$ cat src/rtl/payload_cw_scheduler_if.sv
// Bundle of frame-request, encoder and payload-stream signals for payload_cw_scheduler.
// The scheduler uses the master view and the frame source/encoder side uses the slave view.
interface payload_cw_scheduler_if;
  logic       frame_start;
  logic [3:0] n_cw;
  logic       enc_rd_en;
  logic       enc_do;
  logic       enc_do_vld;
  logic       pl_do;
  logic       pl_vld;
  logic       pl_sof;
  logic       pl_eof;
  logic [3:0] cw_idx;
  logic       busy;
  logic       frame_done;
  logic       err_timeout;
  logic       err_len;

  modport master (
    input  frame_start, n_cw, enc_do, enc_do_vld,
    output enc_rd_en, pl_do, pl_vld, pl_sof, pl_eof, cw_idx, busy,
           frame_done, err_timeout, err_len
  );

  modport slave (
    output frame_start, n_cw, enc_do, enc_do_vld,
    input  enc_rd_en, pl_do, pl_vld, pl_sof, pl_eof, cw_idx, busy,
           frame_done, err_timeout, err_len
  );
endinterface

$ cat src/rtl/payload_cw_scheduler.sv
// Sequences n_cw encoder codewords into one framed payload stream, with inter-codeword
// gaps, a first-bit timeout and codeword length checking.
module payload_cw_scheduler #(
  parameter int CW_LEN  = 8640,
  parameter int GAP_CYC = 4,
  parameter int TO_CYC  = 64
) (
  input  logic                   clk,
  input  logic                   rst_n,
  payload_cw_scheduler_if.master bus
);

  typedef enum logic [2:0] {
    S_IDLE   = 3'd0,
    S_ISSUE  = 3'd1,
    S_WAIT   = 3'd2,
    S_STREAM = 3'd3,
    S_GAP    = 3'd4,
    S_DONE   = 3'd5
  } state_t;

  localparam logic [13:0] LAST_BIT = 14'(CW_LEN - 1);
  localparam logic [7:0]  GAP_LAST = 8'(GAP_CYC - 1);
  localparam logic [7:0]  TO_LAST  = 8'(TO_CYC - 1);

  state_t      state_r;
  logic [3:0]  n_cw_r;
  logic [3:0]  cw_idx_r;
  logic [13:0] bit_cnt_r;
  logic [7:0]  to_cnt_r;
  logic [7:0]  gap_cnt_r;
  logic        enc_rd_en_r;
  logic        pl_do_r;
  logic        pl_vld_r;
  logic        pl_sof_r;
  logic        pl_eof_r;
  logic        busy_r;
  logic        frame_done_r;
  logic        err_timeout_r;
  logic        err_len_r;
  logic        last_bit_s;
  logic        last_cw_s;

  // bit_cnt_r is zero on WAIT entry, so the first valid bit in WAIT is bit 0
  assign last_bit_s = (bit_cnt_r == LAST_BIT);
  assign last_cw_s  = (cw_idx_r == (n_cw_r - 4'd1));

  assign bus.enc_rd_en   = enc_rd_en_r;
  assign bus.pl_do       = pl_do_r;
  assign bus.pl_vld      = pl_vld_r;
  assign bus.pl_sof      = pl_sof_r;
  assign bus.pl_eof      = pl_eof_r;
  assign bus.cw_idx      = cw_idx_r;
  assign bus.busy        = busy_r;
  assign bus.frame_done  = frame_done_r;
  assign bus.err_timeout = err_timeout_r;
  assign bus.err_len     = err_len_r;

  // Frame sequencing FSM with all outputs registered
  always_ff @(posedge clk) begin
    if (!rst_n) begin
      state_r       <= S_IDLE;
      n_cw_r        <= 4'd0;
      cw_idx_r      <= 4'd0;
      bit_cnt_r     <= 14'd0;
      to_cnt_r      <= 8'd0;
      gap_cnt_r     <= 8'd0;
      enc_rd_en_r   <= 1'b0;
      pl_do_r       <= 1'b0;
      pl_vld_r      <= 1'b0;
      pl_sof_r      <= 1'b0;
      pl_eof_r      <= 1'b0;
      busy_r        <= 1'b0;
      frame_done_r  <= 1'b0;
      err_timeout_r <= 1'b0;
      err_len_r     <= 1'b0;
    end else begin
      enc_rd_en_r   <= 1'b0;
      pl_do_r       <= 1'b0;
      pl_vld_r      <= 1'b0;
      pl_sof_r      <= 1'b0;
      pl_eof_r      <= 1'b0;
      frame_done_r  <= 1'b0;
      err_timeout_r <= 1'b0;
      err_len_r     <= 1'b0;
      case (state_r)
        S_IDLE: begin
          if (bus.frame_start) begin
            if (bus.n_cw != 4'd0) begin
              n_cw_r      <= bus.n_cw;
              cw_idx_r    <= 4'd0;
              busy_r      <= 1'b1;
              enc_rd_en_r <= 1'b1;
              state_r     <= S_ISSUE;
            end else begin
              frame_done_r <= 1'b1;
            end
          end
        end
        S_ISSUE: begin
          to_cnt_r  <= 8'd0;
          bit_cnt_r <= 14'd0;
          state_r   <= S_WAIT;
        end
        S_WAIT, S_STREAM: begin
          pl_do_r  <= bus.enc_do & bus.enc_do_vld;
          pl_vld_r <= bus.enc_do_vld;
          if (bus.enc_do_vld) begin
            pl_sof_r <= (state_r == S_WAIT) && (cw_idx_r == 4'd0);
            if (last_bit_s) begin
              pl_eof_r  <= last_cw_s;
              bit_cnt_r <= 14'd0;
              gap_cnt_r <= 8'd0;
              state_r   <= last_cw_s ? S_DONE : S_GAP;
            end else begin
              bit_cnt_r <= bit_cnt_r + 14'd1;
              state_r   <= S_STREAM;
            end
          end else if (state_r == S_WAIT) begin
            if (to_cnt_r == TO_LAST) begin
              err_timeout_r <= 1'b1;
              busy_r        <= 1'b0;
              state_r       <= S_IDLE;
            end else begin
              to_cnt_r <= to_cnt_r + 8'd1;
            end
          end else begin
            err_len_r <= 1'b1;
            busy_r    <= 1'b0;
            state_r   <= S_IDLE;
          end
        end
        S_GAP: begin
          // a bit arriving after the codeword's last bit means the encoder overran
          if (bus.enc_do_vld) begin
            err_len_r <= 1'b1;
            busy_r    <= 1'b0;
            state_r   <= S_IDLE;
          end else if (gap_cnt_r == GAP_LAST) begin
            cw_idx_r    <= cw_idx_r + 4'd1;
            enc_rd_en_r <= 1'b1;
            state_r     <= S_ISSUE;
          end else begin
            gap_cnt_r <= gap_cnt_r + 8'd1;
          end
        end
        S_DONE: begin
          frame_done_r <= 1'b1;
          busy_r       <= 1'b0;
          state_r      <= S_IDLE;
        end
        default: begin
          busy_r  <= 1'b0;
          state_r <= S_IDLE;
        end
      endcase
    end
  end

endmodule

$ cat src/flat_wrapper.sv
// flat-port wrapper written by rule: the top's interface ports become plain ports
module payload_cw_scheduler_flat 
#(
  parameter int CW_LEN  = 8640,
  parameter int GAP_CYC = 4,
  parameter int TO_CYC  = 64
)
  (clk, rst_n, bus_frame_start, bus_n_cw, bus_enc_do, bus_enc_do_vld, bus_enc_rd_en, bus_pl_do, bus_pl_vld, bus_pl_sof, bus_pl_eof, bus_cw_idx, bus_busy, bus_frame_done, bus_err_timeout, bus_err_len);
  payload_cw_scheduler_if bus_i ();
  input  logic clk;
  input  logic rst_n;
  input wire logic [$bits(bus_i.frame_start)-1:0] bus_frame_start;
  input wire logic [$bits(bus_i.n_cw)-1:0] bus_n_cw;
  input wire logic [$bits(bus_i.enc_do)-1:0] bus_enc_do;
  input wire logic [$bits(bus_i.enc_do_vld)-1:0] bus_enc_do_vld;
  output wire logic [$bits(bus_i.enc_rd_en)-1:0] bus_enc_rd_en;
  output wire logic [$bits(bus_i.pl_do)-1:0] bus_pl_do;
  output wire logic [$bits(bus_i.pl_vld)-1:0] bus_pl_vld;
  output wire logic [$bits(bus_i.pl_sof)-1:0] bus_pl_sof;
  output wire logic [$bits(bus_i.pl_eof)-1:0] bus_pl_eof;
  output wire logic [$bits(bus_i.cw_idx)-1:0] bus_cw_idx;
  output wire logic [$bits(bus_i.busy)-1:0] bus_busy;
  output wire logic [$bits(bus_i.frame_done)-1:0] bus_frame_done;
  output wire logic [$bits(bus_i.err_timeout)-1:0] bus_err_timeout;
  output wire logic [$bits(bus_i.err_len)-1:0] bus_err_len;
  assign bus_i.frame_start = bus_frame_start;
  assign bus_i.n_cw = bus_n_cw;
  assign bus_i.enc_do = bus_enc_do;
  assign bus_i.enc_do_vld = bus_enc_do_vld;
  assign bus_enc_rd_en = bus_i.enc_rd_en;
  assign bus_pl_do = bus_i.pl_do;
  assign bus_pl_vld = bus_i.pl_vld;
  assign bus_pl_sof = bus_i.pl_sof;
  assign bus_pl_eof = bus_i.pl_eof;
  assign bus_cw_idx = bus_i.cw_idx;
  assign bus_busy = bus_i.busy;
  assign bus_frame_done = bus_i.frame_done;
  assign bus_err_timeout = bus_i.err_timeout;
  assign bus_err_len = bus_i.err_len;
  payload_cw_scheduler #(.CW_LEN(CW_LEN), .GAP_CYC(GAP_CYC), .TO_CYC(TO_CYC)) u_core (.clk(clk), .rst_n(rst_n), .bus(bus_i));
endmodule
$ cat config.mk
export PLATFORM = sky130hd
export DESIGN_NAME = payload_cw_scheduler_flat
export DESIGN_NICKNAME = d
export VERILOG_FILES = /design/src/rtl/payload_cw_scheduler_if.sv /design/src/rtl/payload_cw_scheduler.sv /design/src/flat_wrapper.sv
export SDC_FILE = /design/constraint.sdc
export NUM_CORES = 1
export LEC_CHECK = 0
export ABC_AREA = 1
export CORE_UTILIZATION = 45
export CTS_CLUSTER_DIAMETER = 150
export CTS_CLUSTER_SIZE = 30
export DETAILED_ROUTE_END_ITERATION = 12
export HOLD_SLACK_MARGIN = 0.06
export SYNTH_ARGS = -nofsm -noshare
export SYNTH_HDL_FRONTEND = slang
export SYNTH_SLANG_ARGS = --single-unit
$ cat constraint.sdc
create_clock -name clk -period 1.75 [get_ports clk]
set_input_delay 0.175 -clock clk [delete_from_list [all_inputs] [get_ports clk]]
set_output_delay 0.175 -clock clk [all_outputs]
set_load 0.1 [all_outputs]
==> flow_summary.ini <==
[global_route]
grt_max_degree = 25
grt_pass1_vias = 2169
grt-ovfl-total = 0
antenna_found_initial = 0
grt_pass1_wl_um = 10000
track_usage = 0.204

[drt]
drt_first_pass_iters = 4
vias = 2415
drt_iter0_markers = 101
vias_per_cell = 4.95
route.detailed.drc = 0
wl_per_cell_um = 12.0
ant_nets = 0
finalWirelength_um = 5830

[clock_tree]
clk_latency_ps = 300
root_buffer = clkbuf_8
cts_sinks = 50
clockBufferDepth = 2
path_clk_slew_ps = 90
cts_tree = done
cts_max_level = 2
numCtsBuffers = 5
ctsHoldBuffers = 0

[pwr]
intPower_uw = 1660
netSwitchingFraction = 0.321
pwr-share-clk = 0.268
p_sw_uw = 788
peakVddDrop_uv = 495
power_frac_seq = 0.499
p_leak_uw = 0.00126
comb_power_share = 0.233
p_per_area_nw_per_um2 = 783
fin_total_pwr_uw = 2450

[yosys]
synth.avg_cell_area_sq_um = 6.99
netlist_area_sq_um = 2630
syn-num-nets = 392
seq_area_frac_synth = 0.380
synth_area_leaders = dfxtp_1 38%, nand2_1 12%, nor2_1 8.1%, nand3_1 6.5%, a21oi_1 5.7%
synth_top_area_share = 0.380
yosysWarnings = 0
yosysTopAreaCell = dfxtp_1
ys_types = 33
synthCells = 377
ys_ff_latch = 50

[min_path]
hold_path.class = in2reg

[placement]
io_buffer_count = 21
dp.cells = 477
gp_congestion = 0.839
dp_hpwl_um = 4360

[timing]
skew_ps = 6.95
holdWs_ps = 394
setup_viol = 0
hold_viol = 0
worst_pin_slew_ps = 385
drv_slew = 0
min_period_over_period = 0.942
fin_crit_ps = 1650
slew_headroom = 0.741
final.setup.tns_ps = 0
max_freq_ghz = 0.606

[setup_path]
worstSetupEndpointType = flip-flop
cp_max_fo = 7
worstPathArrival_ps = 1840
worstSetupStartpointType = flip-flop
critical_path_class = reg2reg
cp_data_required_time_ps = 1940

[layout]
multi_input_area_sq_um = 1450
fillerInstances = 564
area_growth_pct = 18.9
final-seq-area_sq_um = 1010
layout.nets = 430
drive_gt1_frac = 0.149
antennaDiodeCount = 0
stdcell_count = 488

[die]
core_area_sq_um = 5570
die_area_sq_um = 6160
initial_core_util = 0.473
ios = 22
die_y_um = 78.5
die_w_um = 78.5
fp-row-count = 27

[flow_run]
drv_cap = 0

[status]
status = finished clean
## worst max-delay path, cell delays in order, from the launching register on
cell      delay [ps]
dfxtp_2          340
ha_1             210
nand2_1          100
nor2_1            60
nand4_1          140
nand2_2          110
buf_4            160
a21boi_4         210
nand2_1           70
o21ai_0           70
nor2_1            50
## cell usage in the layout (no fill, tap or decap), types with 10 or more instances in the layout
master	netlist	final
a21oi_1	30	30
buf_4	1	27
dfxtp_1	50	45
inv_1	36	35
nand2_1	84	84
nand3_1	34	34
nand4_1	10	10
nor2_1	57	55
nor3_1	11	11
xor2_1	15	15
## registers in the layout, summed over array words and instances, names as in the netlist
signal	cells
u_core.bus.pl_eof	1
u_core.bus.pl_sof	1
u_core.bus.busy	1
u_core.bus.pl_vld	1
u_core.bus.frame_done	1
u_core.bus.cw_idx	4
u_core.bit_cnt_r	14
u_core.n_cw_r	4
u_core.state_r	3
u_core.to_cnt_r	8
u_core.bus.err_timeout	1
u_core.gap_cnt_r	8
u_core.bus.enc_rd_en	1
u_core.bus.err_len	1
u_core.bus.pl_do	1
## metal layers
metal  vias to the layer above  track usage  part of all wire
met2                        26        0.335              0.47
met1                      1091        0.268              0.50
met4                         0       0.0667            0.0079
met3                         5       0.0360             0.022
met5                         -            0                 0
li1                       1293            -                 -
## worst paths after layout
| kind | start | endpoint | slack, ps | depth (start not counted) |
|---|---|---|---|---|
| setup reg to reg | u_core.to_cnt_r[0] | u_core.to_cnt_r[1] | 100 | 10 |
| setup / recovery | u_core.to_cnt_r[0] | u_core.to_cnt_r[1] | 100 | 10 |
| hold / removal | bus_enc_do | u_core.bus.pl_do | 390 | 3 |
| hold reg to reg | u_core.bus.busy | u_core.bus.busy | 470 | 2 |
## Yosys cell counts
| cell type | count |
|---|---|
| nand2_1 | 84 |
| nor2_1 | 57 |
| dfxtp_1 | 50 |
| inv_1 | 36 |
| nand3_1 | 34 |
| a21oi_1 | 30 |
| xor2_1 | 15 |
| nor3_1 | 11 |
| nand4_1 | 10 |
| o21ai_0 | 7 |
| ha_1 | 6 |
| clkbuf_1 | 4 |
| inv_2 | 3 |
| nand2_2 | 3 |
| nand2_4 | 3 |
| nor2_4 | 3 |
| xnor2_1 | 3 |
| o21ai_1 | 2 |
| or2_2 | 2 |
| a21boi_0 | 1 |
| a21boi_4 | 1 |
| a31oi_1 | 1 |
| buf_2 | 1 |
| buf_4 | 1 |
| buf_6 | 1 |
| inv_4 | 1 |
| mux2i_1 | 1 |
| nand3b_1 | 1 |
| nand4_4 | 1 |
| nor4_1 | 1 |
| o21bai_1 | 1 |
| o22ai_1 | 1 |
| or2_0 | 1 |
## metrics by stage
step / instance area [sq um] / utilization / setup WS (ps)
2_1_floorplan: 2640 / - / 10.6
3_3_place_gp: 3010 / 0.540 / 102
3_5_place_dp: 3010 / 0.540 / 80.6
4_1_cts: 3090 / 0.555 / 33.9
5_1_grt: 3130 / 0.562 / -1.98
6_report: 3130 / 0.562 / 101
## cells by family after synthesis
group                    count (synthesis)  synth area share
XOR/XNOR                                18            0.0599
AO/OA/AOI/OAI                           44            0.0917
AND/OR/NAND/NOR                        211             0.363
adder cells (fa/ha/maj)                  6            0.0285
multiplexers                             1           0.00380
flip-flops                              50             0.380
buffers and inverters                   47            0.0727
## power by group through the flow
stage | combinational [uW] | sequential (uW) | clock [uW]
floorplan | 311 | 1330 | 0
global placement | 557 | 1250 | 0
detailed placement | 561 | 1250 | 0
CTS | 563 | 1220 | 687
global route | 634 | 1230 | 744
finish | 571 | 1220 | 658
## timing repair
action                                  CTS  global route
endpoints found under the setup margin    0            32
resized for setup                         0             7
setup buffers                             0             3
## final cells by class
type	instances	area share
multi-input cells	280	0.464
clock buffers	6	0.0232
well taps	72	0.0288
flip-flops and latches	50	0.322
inverters	40	0.0488
repair buffers	38	0.110
clock inverters	2	0.00440
Power figures use the tool's default switching activity.
